$ cat src/rtl/cla_subtractor_pipe.sv
// Two-stage pipelined carry-lookahead subtractor: d = a - b - bin mod 2^WIDTH, valid/ready flow control.
// Optional signed-overflow output enabled by defining CLA_SUB_OVF_EN.
module cla_subtractor_pipe #(
    parameter int WIDTH = 7,
    parameter int SPLIT = 4
) (
    input  logic             clk,
    input  logic             rst,
    input  logic             in_valid,
    output logic             in_ready,
    input  logic [WIDTH-1:0] a,
    input  logic [WIDTH-1:0] b,
    input  logic             bin,
    output logic             out_valid,
    input  logic             out_ready,
    output logic [WIDTH-1:0] d,
    output logic             bout
`ifdef CLA_SUB_OVF_EN
    ,
    output logic             ovf
`endif
);
    localparam int HI = WIDTH - SPLIT;

    // Stage-1 combinational: propagate/generate of a + ~b, carries of the low slice
    logic [WIDTH-1:0] p;
    logic [WIDTH-1:0] g;
    logic [SPLIT:0]   c_lo;

    generate
        for (genvar gi = 0; gi < WIDTH; gi++) begin : g_pg
            assign p[gi] = a[gi] ^ ~b[gi];
            assign g[gi] = a[gi] & ~b[gi];
        end
    endgenerate

    always_comb begin
        c_lo    = '0;
        c_lo[0] = ~bin;
        for (int i = 0; i < SPLIT; i++) begin
            c_lo[i+1] = g[i] | (p[i] & c_lo[i]);
        end
    end

    // Stage-1 registers
    logic             s1_valid_reg;
    logic [SPLIT-1:0] s1_dlo_reg;
    logic             s1_c_reg;
    logic [HI-1:0]    s1_p_reg;
    logic [HI-1:0]    s1_g_reg;

    // Stage-2 combinational: resolve upper carries from the registered split carry
    logic [HI:0]      c_hi;
    logic [WIDTH-1:0] d_next;
    logic             bout_next;

    always_comb begin
        c_hi    = '0;
        c_hi[0] = s1_c_reg;
        for (int i = 0; i < HI; i++) begin
            c_hi[i+1] = s1_g_reg[i] | (s1_p_reg[i] & c_hi[i]);
        end
        d_next    = {s1_p_reg ^ c_hi[HI-1:0], s1_dlo_reg};
        bout_next = ~c_hi[HI];
    end

    // Stage-2 registers
    logic             s2_valid_reg;
    logic [WIDTH-1:0] d_reg;
    logic             bout_reg;

    logic s2_adv;
    logic s1_adv;

    assign s2_adv    = !s2_valid_reg || out_ready;
    assign s1_adv    = !s1_valid_reg || s2_adv;
    assign in_ready  = s1_adv;
    assign out_valid = s2_valid_reg;
    assign d         = d_reg;
    assign bout      = bout_reg;

    always_ff @(posedge clk) begin
        if (rst) begin
            s1_valid_reg <= 1'b0;
            s1_dlo_reg   <= '0;
            s1_c_reg     <= 1'b0;
            s1_p_reg     <= '0;
            s1_g_reg     <= '0;
            s2_valid_reg <= 1'b0;
            d_reg        <= '0;
            bout_reg     <= 1'b0;
        end else begin
            if (s1_adv) begin
                s1_valid_reg <= in_valid;
            end
            if (s1_adv && in_valid) begin
                s1_dlo_reg <= p[SPLIT-1:0] ^ c_lo[SPLIT-1:0];
                s1_c_reg   <= c_lo[SPLIT];
                s1_p_reg   <= p[WIDTH-1:SPLIT];
                s1_g_reg   <= g[WIDTH-1:SPLIT];
            end
            if (s2_adv) begin
                s2_valid_reg <= s1_valid_reg;
            end
            if (s2_adv && s1_valid_reg) begin
                d_reg    <= d_next;
                bout_reg <= bout_next;
            end
        end
    end

`ifdef CLA_SUB_OVF_EN
    // Signed overflow: carry into the sign bit differs from carry out of it
    logic ovf_reg;

    always_ff @(posedge clk) begin
        if (rst) begin
            ovf_reg <= 1'b0;
        end else if (s2_adv && s1_valid_reg) begin
            ovf_reg <= c_hi[HI] ^ c_hi[HI-1];
        end
    end

    assign ovf = ovf_reg;
`endif

endmodule

$ cat config.mk
export PLATFORM = sky130hd
export DESIGN_NAME = cla_subtractor_pipe
export DESIGN_NICKNAME = d
export VERILOG_FILES = /design/src/rtl/cla_subtractor_pipe.sv
export SDC_FILE = /design/constraint.sdc
export NUM_CORES = 1
export LEC_CHECK = 0
export CAP_MARGIN = 10
export CORE_MARGIN = 2
export CORE_UTILIZATION = 25
export DETAILED_ROUTE_END_ITERATION = 8
export PLACE_DENSITY = 0.46
export SLEW_MARGIN = 20
export SYNTH_ARGS = -nofsm -noshare
export SYNTH_HDL_FRONTEND = slang
export SYNTH_SLANG_ARGS = --single-unit
$ cat constraint.sdc
create_clock -name clk -period 5.6 [get_ports clk]
set_input_delay 0.84 -clock clk [delete_from_list [all_inputs] [get_ports clk]]
set_output_delay 0.84 -clock clk [all_outputs]
set_load 0.005 [all_outputs]
==> results.json, run 1 <==
{
  "core_area_um2": 4000,
  "cts_buffer_depth": 2,
  "vias_per_cell": 4.42,
  "syn_to_final_growth_pct": 34.0,
  "synth_fa_ha_area_frac": 0.149,
  "antenna_left": 0,
  "status": "finished, final reports clean",
  "cellPowerDensity_nw_per_um2": 223,
  "cp.required_ns": 5.74,
  "grt_pass1_vias": 775,
  "critPathTopFamily": "adder cells",
  "num_rows": 23,
  "synth_top_family_by_area": "simple AND/OR/NAND/NOR gates",
  "critPathSlowestCell": "clkdlybuf4s50_1",
  "place.gp.congestion": 0.713,
  "cap_violations": 0,
  "tightestPinTransition_ns": 0.851,
  "ys_warn_count": 0,
  "numCtsBuffers": 3,
  "clk_pin_slew_worst_paths_ns": 0.07,
  "post_cts_buffers": 0,
  "synthTopCellsByArea": "dfxtp_1 40%, nand2b_1 10%, fa_1 7.7%, mux2i_1 7.7%, ha_1 7.2%",
  "clock_latency_ns": 0.25,
  "worstSetupPathType": "input pin to flip-flop",
  "largest_register_ff_count": 7,
  "nets": 166,
  "synth_compound_area_frac": 0.127,
  "cts_tree": "built",
  "ir_worst_vdd_uv": 110,
  "n_antenna_cell": 0,
  "vias": 823,
  "multi_input_area_um2": 543,
  "cts.htree.levels": 1,
  "synth_top_area_frac": 0.402,
  "drt_iter0_drc": 31,
  "synth-xor-area-share": 0,
  "hold_slack_ns": 0.474,
  "routedWlPerCell_um": 10.8,
  "cts-root-buf": "clkbuf_8",
  "worstPathCellList": "clkdlybuf4s50_1 -> inv_1 -> fa_1 -> fa_1 -> fa_1 -> inv_1 -> fa_1 -> nand2b_1 -> mux2i_1",
  "dieArea_um2": 4710,
  "syn-instance-count": 110,
  "min_period_ns": 3.01,
  "yosysTopAreaCell": "dfxtp_1",
  "switching_share": 0.232,
  "first_pass_iters": 4,
  "p_leak_nw": 0.567,
  "drt_wl_total_um": 2010,
  "ys_types": 18,
  "grt_max_degree": 30,
  "dieHeight_um": 68.6,
  "dp_hpwl_um": 1560,
  "hold_path.class": "flip-flop to flip-flop",
  "cpMostUsedCell": "fa_1",
  "tns_ns": 0,
  "start_util": 0.261,
  "utilization": 0.350,
  "power_frac_comb": 0.171,
  "ctsHoldBuffers": 0,
  "crit_path_end_kind": "flip-flop",
  "syn-num-nets": 139,
  "syn_area_um2": 1040,
  "drc": 0,
  "grt_pass1_wl_um": 3370,
  "postSynthAreaPerCell_um2": 9.50,
  "clock_sinks": 21,
  "fill_cells": 407,
  "drive_gt1_frac": 0.0588,
  "grt_use_total": 0.0962,
  "ys_seq_elements": 21,
  "synthMuxAreaShare": 0.0766,
  "intPower_mw": 0.240,
  "num_io_pins": 29,
  "port-buffer-count": 28,
  "skew_ns": 0.00161,
  "ys_seq_area_frac": 0.402,
  "seq_area_um2": 420,
  "overflow": 0,
  "antenna_found_initial": 0,
  "max_stage_delay_ns": 0.46,
  "die_w_um": 68.6,
  "pwr-share-seq": 0.527,
  "path_buf_inv": 3,
  "rsz0062_at_grt": "false",
  "critPathLaunchType": "input pin",
  "setup_viol": 0,
  "synthSimpleGateAreaFrac": 0.168,
  "p_switching_mw": 0.0726,
  "clkPwrFrac": 0.301,
  "relSlewSlack": 0.431,
  "finalCritPeriodShare": 0.537,
  "report.final.slew_viol_count": 0,
  "cts_resized": 0,
  "max_freq_mhz": 333,
  "arrival_ns": 3.15,
  "cp_max_fo": 1,
  "timing_hold_violations_final": 0
}
-- worst min-delay path: cells and delay by family, from the launching register on --
kind	cells	cell delay, ns
DFF	1	0.31
AOI/OAI and AO/OA	2	0.12
-- power groups by stage --
stage / Clock [mW] / Combinational [mW] / Sequential (mW)
global route: 0.103 / 0.0614 / 0.166
CTS: 0.0995 / 0.0553 / 0.165
floorplan: 0 / 0.0308 / 0.167
finish: 0.0943 / 0.0536 / 0.165
global placement: 0 / 0.0541 / 0.168
detailed placement: 0 / 0.0551 / 0.169
-- layer usage --
layer	up-vias	share of wire	GRT usage
met5	-	0	0
met3	2	0.058	0.0341
met1	378	0.44	0.114
met2	22	0.50	0.162
li1	421	-	-
met4	0	0.0070	0.0300
-- kinds of logic (layout without fill, tap and decap cells) --
family,count (synthesis),count (layout)
AO/OA/AOI/OAI,25,25
adder cells (fa/ha/maj),10,10
buffers and inverters,17,43
flip-flops,21,21
multiplexers,8,8
AND/OR/NAND/NOR,29,29
-- area by class of cell --
class / count / area share
clock buffer: 3 / 0.0295
clock inverter: 1 / 0.00357
sequential: 21 / 0.300
timing repair buffer: 29 / 0.206
multi-input combinational: 72 / 0.388
inverter: 10 / 0.0286
tap: 50 / 0.0447
-- per-stage QoR --
stage	total power [mW]	worst slack (ns)	area, µm²	instances
after detailed placement	0.224	2.31	1350	182
after global routing	0.331	2.50	1400	186
after global placement	0.223	2.34	1350	182
after CTS	0.320	2.59	1400	186
final	0.313	2.59	1400	186
after floorplan	0.197	2.86	1040	110
-- placed cells by master (no fill, tap or decap), types with 2 or more instances in the layout --
master / count
nand3_1: 7
clkdlybuf4s50_1: 28
mux2i_1: 8
fa_1: 4
a21oi_1: 14
clkbuf_8: 3
dfxtp_1: 21
inv_1: 9
ha_1: 6
nand2b_1: 17
or2_2: 2
o21ai_0: 8
a211oi_1: 3
-- Yosys cell counts --
cell / number
fa_1: 4
a21oi_1: 14
buf_4: 2
mux2i_1: 8
dfxtp_1: 21
or4_1: 1
inv_1: 9
o21ai_0: 8
nand3_1: 7
buf_6: 1
clkbuf_1: 4
nand3b_1: 1
nor2b_1: 1
or2_2: 2
ha_1: 6
nand2b_1: 17
inv_4: 1
a211oi_1: 3
-- worst paths after layout --
path	cells after the start	slack [ns]	start	end
worst max-delay path	9	2.59	a[0]	s1_dlo_reg[3]$_SDFFE_PP0P_
worst min register to register	2	0.47	d[6]$_SDFFE_PP0P_	d[6]$_SDFFE_PP0P_
worst max register to register	7	3.54	s1_c_reg$_SDFFE_PP0P_	bout$_SDFFE_PP0P_
worst min-delay path	2	0.47	d[6]$_SDFFE_PP0P_	d[6]$_SDFFE_PP0P_
Power figures use the tool's default switching activity.
==> run 2, diff against run 1 <==
==> constraint.sdc (replaced) <==
create_clock -name clk -period 2.9 [get_ports clk]
set_input_delay 0.435 -clock clk [delete_from_list [all_inputs] [get_ports clk]]
set_output_delay 0.435 -clock clk [all_outputs]
set_load 0.005 [all_outputs]
==> results.json, run 2 (synthesis gave the netlist of run 1 again) <==
{
  "r2r_slack_ns": 0.83,
  "critPathLaunchType": "input pin",
  "cts-root-buf": "clkbuf_8",
  "num_rows": 23,
  "drive_gt1_frac": 0.0584,
  "dp_hpwl_um": 1600,
  "whs_path_depth": 2,
  "vias": 827,
  "largest_register_ff_count": 7,
  "overflow": 0,
  "relSlewSlack": 0.440,
  "min_from": "s1_g_reg[1]$_SDFFE_PP0P_",
  "min_period_ns": 2.61,
  "worstSetupPathType": "input pin to flip-flop",
  "timing_hold_violations_final": 0,
  "antenna_left": 0,
  "grt_max_degree": 30,
  "place.gp.congestion": 0.718,
  "first_pass_iters": 3,
  "cap_violations": 0,
  "drt_wl_total_um": 2070,
  "vias_per_cell": 4.42,
  "routed-wl-met2_um": 1020,
  "drt_iter0_drc": 26,
  "r2r-end": "bout$_SDFFE_PP0P_",
  "worstHoldEndpoint": "s1_g_reg[1]$_SDFFE_PP0P_",
  "syn_to_final_growth_pct": 34.6,
  "final_common_cell": "clkdlybuf4s50_1",
  "r2r_start": "s1_c_reg$_SDFFE_PP0P_",
  "cellPowerDensity_nw_per_um2": 434,
  "cp_max_fo": 1,
  "dieHeight_um": 68.6,
  "arrival_ns": 2.75,
  "grt_use_total": 0.0969,
  "report.final.slew_viol_count": 0,
  "p_leak_nw": 0.570,
  "drt-met1-wl_um": 915,
  "utilization": 0.352,
  "clock_sinks": 21,
  "post_cts_buffers": 0,
  "dieArea_um2": 4710,
  "die_w_um": 68.6,
  "clock_latency_ns": 0.25,
  "place_area_um2": 1360,
  "top_layer": "met4",
  "port-buffer-count": 28,
  "tightestPinTransition_ns": 0.837,
  "ff2ff_path_depth": 7,
  "nets": 167,
  "n_antenna_cell": 0,
  "final_cell_mix": "28 x clkdlybuf4s50_1, 21 x dfxtp_1, 17 x nand2b_1, 14 x a21oi_1, 9 x inv_1",
  "cts_buffer_depth": 2,
  "route.met3.wl_um": 114,
  "rsz0062_at_grt": "false",
  "skew_ns": 0.00107,
  "grt_pass1_vias": 797,
  "start_util": 0.261,
  "hold_path.class": "flip-flop to flip-flop",
  "clk_pin_slew_worst_paths_ns": 0.07,
  "routedWlPerCell_um": 11.0,
  "cts_resized": 0,
  "cts.htree.levels": 1,
  "num_io_pins": 29,
  "fill_cells": 403,
  "antenna_found_initial": 0,
  "numCtsBuffers": 3,
  "finish.instance_area_um2": 1410,
  "setup_viol": 0,
  "grt_pass1_wl_um": 3390,
  "status": "finished, final reports clean",
  "cp.required_ns": 3.05,
  "crit_path_end_kind": "flip-flop",
  "cts_tree": "built",
  "ir_worst_vdd_uv": 294,
  "core_area_um2": 4000,
  "ctsHoldBuffers": 0,
  "drc": 0,
  "finalCritPeriodShare": 0.899,
  "tns_ns": 0,
  "max_freq_mhz": 384
}
run 2: cell count changes in the layout (fill, tap and decap cells not counted):
cell      previous run  this run
clkbuf_1             0         1
clkinv_2             1         0
buf_4                1         2
run 2: final cells by class:
cell class | count | area [µm²] | area share
timing repair buffer | 30 | 295 | 0.210
tap | 50 | 62.6 | 0.0445
clock buffer | 4 | 45.0 | 0.0320
sequential | 21 | 420 | 0.299
inverter | 10 | 40.0 | 0.0285
multi-input combinational | 72 | 543 | 0.386
run 2: worst max-delay path, cell delays in order:
cell and delay, ns:
clkdlybuf4s50_1 0.45, inv_1 0.05, fa_1 0.43, fa_1 0.39, fa_1 0.37, inv_1 0.07, fa_1 0.40, nand2b_1 0.08
mux2i_1 0.06
run 2: metrics by stage:
stage | setup slack, ns | total power, mW | hold slack, ns | instances
finish | 0.293 | 0.610 | 0.476 | 187
CTS | 0.283 | 0.621 | 0.482 | 187
global route | 0.178 | 0.648 | 0.507 | 187
floorplan | 0.564 | 0.381 | 0.444 | 110
global placement | 0.0446 | 0.431 | 0.462 | 183
detailed placement | 0.00414 | 0.433 | 0.469 | 183
run 2: layer usage:
| metal | GRT usage | vias to the layer above |
|---|---|---|
| li1 | - | 424 |
| met1 | 0.116 | 382 |
| met2 | 0.162 | 19 |
| met3 | 0.0390 | 2 |
| met4 | 0.0225 | 0 |
| met5 | 0 | - |
run 2: worst max path at each step:
stage | start | to | slack (ns) | cells after the start
2_1_floorplan | a[0] | s1_dlo_reg[3]$_SDFFE_PP0P_ | 0.56 | 8
3_3_place_gp | a[0] | s1_dlo_reg[3]$_SDFFE_PP0P_ | 0.04 | 9
3_5_place_dp | a[0] | s1_dlo_reg[3]$_SDFFE_PP0P_ | 0.004 | 9
4_1_cts | a[0] | s1_dlo_reg[3]$_SDFFE_PP0P_ | 0.28 | 9
5_1_grt | a[0] | s1_dlo_reg[3]$_SDFFE_PP0P_ | 0.18 | 9
6_report | a[0] | s1_dlo_reg[3]$_SDFFE_PP0P_ | 0.29 | 9
run 2: where the power goes:
| part | total, mW | switching [mW] | internal, mW |
|---|---|---|---|
| combinational | 0.105 | 0.0425 | 0.0624 |
| clock | 0.186 | 0.0885 | 0.0976 |
| sequential | 0.319 | 0.0119 | 0.307 |
| total | 0.610 | 0.143 | 0.467 |
==> run 3, diff against run 2 <==
==> constraint.sdc (replaced) <==
create_clock -name clk -period 2.5 [get_ports clk]
set_input_delay 0.375 -clock clk [delete_from_list [all_inputs] [get_ports clk]]
set_output_delay 0.375 -clock clk [all_outputs]
set_load 0.005 [all_outputs]
==> results.json, run 3 (synthesis gave the netlist of run 1 again) <==
{
  "routedWlPerCell_um": 10.9,
  "num_rows": 23,
  "dp_hpwl_um": 1560,
  "first_pass_iters": 4,
  "port-buffer-count": 28,
  "max_freq_mhz": 420,
  "skew_ns": 0.00296,
  "setup_viol": 0,
  "cts.htree.levels": 1,
  "critPathLaunchType": "input pin",
  "core_area_um2": 4000,
  "path_buf_inv": 3,
  "critical_path_depth": 9,
  "grt_max_degree": 23,
  "cp.required_ns": 2.66,
  "p_leak_nw": 0.589,
  "r2r_slack_ns": 0.43,
  "r2r-end": "bout$_SDFFE_PP0P_",
  "cts_buffer_depth": 2,
  "dieArea_um2": 4710,
  "cap_violations": 0,
  "num_io_pins": 29,
  "n_antenna_cell": 0,
  "grt_pass1_wl_um": 3360,
  "critPathTopFamily": "adder cells",
  "drt_iter0_drc": 19,
  "worstSetupPathType": "input pin to flip-flop",
  "status": "finished, final reports clean",
  "crit_path_end_kind": "flip-flop",
  "critPathCapture": "s1_dlo_reg[3]$_SDFFE_PP0P_",
  "drc": 0,
  "antenna_found_initial": 0,
  "ir_worst_vdd_uv": 233,
  "final_cell_mix": "27 x clkdlybuf4s50_1, 21 x dfxtp_1, 17 x nand2b_1, 14 x a21oi_1, 9 x inv_1",
  "fin_ws_ns": 0.118,
  "tightestPinTransition_ns": 0.616,
  "hold_path.class": "flip-flop to flip-flop",
  "vias_per_cell": 4.35,
  "critPathSlowestCell": "clkdlybuf4s50_1",
  "drt_wl_total_um": 2060,
  "dieHeight_um": 68.6,
  "start_util": 0.261,
  "numCtsBuffers": 3,
  "clock_latency_ns": 0.26,
  "die_w_um": 68.6,
  "fin_cells": 189,
  "ff2ff_path_depth": 7,
  "min_period_ns": 2.38,
  "rsz0062_at_grt": "false",
  "cp_max_fo": 1,
  "max_stage_delay_ns": 0.45,
  "antenna_left": 0,
  "tns_ns": 0,
  "post_cts_buffers": 0,
  "report.final.slew_viol_count": 0,
  "vias": 823,
  "grt_pass1_vias": 765,
  "drive_gt1_frac": 0.101,
  "relSlewSlack": 0.588,
  "clock_sinks": 21,
  "cellPowerDensity_nw_per_um2": 501,
  "clk_pin_slew_worst_paths_ns": 0.08,
  "r2r_start": "s1_c_reg$_SDFFE_PP0P_",
  "cts_tree": "built",
  "arrival_ns": 2.54,
  "overflow": 0,
  "worstPathCellList": "clkdlybuf4s50_1 -> inv_1 -> fa_2 -> fa_2 -> fa_2 -> inv_1 -> fa_1 -> nand2b_1 -> mux2i_1",
  "nets": 169,
  "grt_use_total": 0.0975,
  "fill_cells": 409,
  "total_power_mw": 0.717,
  "largest_register_ff_count": 7,
  "syn_to_final_growth_pct": 37.1,
  "post-place-ws_ns": -0.308,
  "place.gp.congestion": 0.730,
  "placedCellCount": 185,
  "cts-root-buf": "clkbuf_8",
  "cpMostUsedCell": "fa_2",
  "timing_hold_violations_final": 0,
  "crit_start": "a[0]",
  "finalCritPeriodShare": 0.953,
  "final_common_cell": "clkdlybuf4s50_1",
  "utilization": 0.358,
  "whs_path_depth": 2
}
-- run 3: changes by cell type in the layout (fill, tap and decap cells not counted), sizes merged --
| cell | change |
|---|---|
| buf | +2 |
| clkbuf | -1 |
| clkdlybuf4s50 | -1 |
| clkinv | +1 |
| dlymetal6s2s | +1 |
-- run 3: timing repair --
item / CTS / global route
pin swaps: 0 / 2
hold endpoints to repair: 0 / 0
hold buffers: 0 / 0
gates resized for setup: 1 / 3
endpoints found under the setup margin: 1 / 1
-- run 3: worst min path at each step --
stage,start,endpoint,slack [ns]
3_3_place_gp,s1_g_reg[0]$_SDFFE_PP0P_,s1_g_reg[0]$_SDFFE_PP0P_,0.46
2_1_floorplan,s1_g_reg[0]$_SDFFE_PP0P_,s1_g_reg[0]$_SDFFE_PP0P_,0.44
4_1_cts,s1_g_reg[0]$_SDFFE_PP0P_,s1_g_reg[0]$_SDFFE_PP0P_,0.48
6_report,s1_c_reg$_SDFFE_PP0P_,s1_c_reg$_SDFFE_PP0P_,0.48
5_1_grt,s1_c_reg$_SDFFE_PP0P_,s1_c_reg$_SDFFE_PP0P_,0.49
3_5_place_dp,s1_dlo_reg[3]$_SDFFE_PP0P_,s1_dlo_reg[3]$_SDFFE_PP0P_,0.47
-- run 3: area by class of cell --
class,count,area (µm²),area share
tap,50,62.6,0.0437
multi-input combinational,72,551,0.384
inverter,10,40.0,0.0279
timing repair buffer,32,313,0.218
clock buffer,3,41.3,0.0288
sequential,21,420,0.293
clock inverter,1,5.00,0.00349
-- run 3: metal layers --
layer | up-vias | track usage | routed length (µm)
met5 | - | 0 | 0
met4 | 0 | 0.0600 | 46
met3 | 5 | 0.0195 | 77
met2 | 19 | 0.159 | 950
met1 | 372 | 0.117 | 987
li1 | 427 | - | -
-- run 3: where the power goes --
part           internal (mW)  leakage [nW]  switching [mW]
registers              0.356         0.172          0.0111
clock network          0.111        0.0255           0.112
logic                 0.0747         0.391          0.0529
-- run 3: worst register-to-register path: cells and delay by family (launching register included) --
kind / cells / cell delay, ns
AND/OR/NAND/NOR: 3 / 1.01
AO/OA/AOI/OAI: 1 / 0.14
flip-flops: 1 / 0.32
adder cells (fa/ha/maj): 3 / 0.53
-- run 3: stage by stage --
step / hold slack (ns) / instance area (µm²)
6_report: 0.479 / 1430
5_1_grt: 0.495 / 1430
4_1_cts: 0.483 / 1430
3_5_place_dp: 0.466 / 1380
3_3_place_gp: 0.462 / 1380
2_1_floorplan: 0.444 / 1040
==> edit, RTL diff (config.mk and constraints of run 2) <==
Build with the macro `CLA_SUB_OVF_EN` defined.
--- a/src/rtl/cla_subtractor_pipe.sv
+++ b/src/rtl/cla_subtractor_pipe.sv
@@ -1,5 +1,7 @@
 // Two-stage pipelined carry-lookahead subtractor: d = a - b - bin mod 2^WIDTH, valid/ready flow control.
 // Optional signed-overflow output enabled by defining CLA_SUB_OVF_EN.
+`define CLA_SUB_OVF_EN
+
 module cla_subtractor_pipe #(
     parameter int WIDTH = 7,
     parameter int SPLIT = 4
Behaviour (old outputs only; new: ovf): unchanged (Yosys induction, for registers that start in step).
==> edit against run 2 <==
  * Critical path depth unchanged
  * Combinational power rose by 9%
  * Sequential power grew 5%
  * Worst hold slack worse by 0.0060 ns
  * Wire length shrank 2.6%
  * Non-clock buffer count shrank 1
  * Power up 19%
  * Design area grew 6.3%
  * Setup slack better by 0.015 ns
  * Synthesized area rose by 6.1%
  * Die area grew 5.7%
  * Synthesized cell count grew 3.6%
  * Sequential cell count up 1
  * Critical path type unchanged
  * Critical endpoint unchanged
==> edit: results (changes against run 2) <==
Slew HR 0.389 (was 0.440); mux cell area share after synthesis 0.0722 (was 0.0766); r2r setup slk 0.95 ns (was 0.83 ns); first-pass GRT wire length 3.66 mm (was 3.39 mm); num sequential 22 (was 21); Pleak 0.594 nW (was 0.570 nW); Post-Syn Area 1110 µm² (was 1040 µm²); routed len/inst 10.4 µm (was 11.0 µm); R2R cell count 8 (was 7); outcome finished, final reports clean (unchanged); NonClk Buf Share 0.194 (was 0.210); Non-Clock Buffer Count 29 (was 30); Commonest cells post-synth 22 x dfxtp_1, 15 x nand2b_1, 14 x a21oi_1, 10 x inv_1 (was 21 x dfxtp_1, 17 x nand2b_1, 14 x a21oi_1, 9 x inv_1); final instance area 1500 µm² (was 1410 µm²); Clock Skews 0.00619 ns (was 0.00107 ns); #MultiIn Comb 76 (was 72); fraction of area in registers 0.295 (was 0.299); Synth Area in Compound Gates 0.144 (was 0.127); post-detail-place hpwl 1.52 mm (was 1.60 mm); layout cells sized above 1 0.0638 (was 0.0584); TritonRoute pass-1 iters 4 (was 3); CLK BUF 3 (was 4); All-Layer GR Usage 0.0909 (was 0.0969); Via density 4.34 (was 4.42); f_max 386 MHz (was 384 MHz); sequential share of power 0.459 (was 0.523); switching portion of total power 0.214 (was 0.234); dpl cell area 1420 µm² (was 1360 µm²); Clock Network Area Fraction 0.0477 (was 0.0320); Area contributors post-synth dfxtp_1 40%, nand2b_1 8.5%, fa_1 7.2% (was dfxtp_1 40%, nand2b_1 10%, fa_1 7.7%); Clock Power Share 0.385 (was 0.305); Mapped Nets 143 (was 139); total wire length 2.01 mm (was 2.07 mm); routability cong. 0.713 (was 0.718); Synth Area in XOR/XNOR 0.00790 (was 0); Sequential Power 0.335 mW (was 0.319 mW); layout net count 171 (was 167); fraction of area in multi-input gates 0.395 (was 0.386); CP Data Arrival Time 2.71 ns (was 2.75 ns); peak supply drop 274 µV (was 294 µV)
## edit: cell count changes after synthesis, moves of 2 or more
cell	delta
clkbuf_1	-3
a211oi_1	-2
a211oi_2	+2
buf_2	+2
buf_4	-2
nand2b_1	-2
or2b_1	+2
## edit: worst min path at each step
stage	startpoint	end	slack [ns]	cells after the start
3_5_place_dp	s1_g_reg[0]	s1_g_reg[0]	0.46	2
6_report	s1_g_reg[0]	s1_g_reg[0]	0.47	2
4_1_cts	s1_g_reg[0]	s1_g_reg[0]	0.48	2
2_1_floorplan	s1_g_reg[0]	s1_g_reg[0]	0.44	2
3_3_place_gp	s1_g_reg[0]	s1_g_reg[0]	0.45	2
5_1_grt	s1_dlo_reg[2]	d[2]	0.50	2
## edit: per-layer routing
metal,vias to the layer above,GRT usage,share of wire
met5,-,0,0
met2,19,0.145,0.45
met3,0,0.0299,0.052
met1,379,0.119,0.50
met4,0,0.0252,0
li1,439,-,-
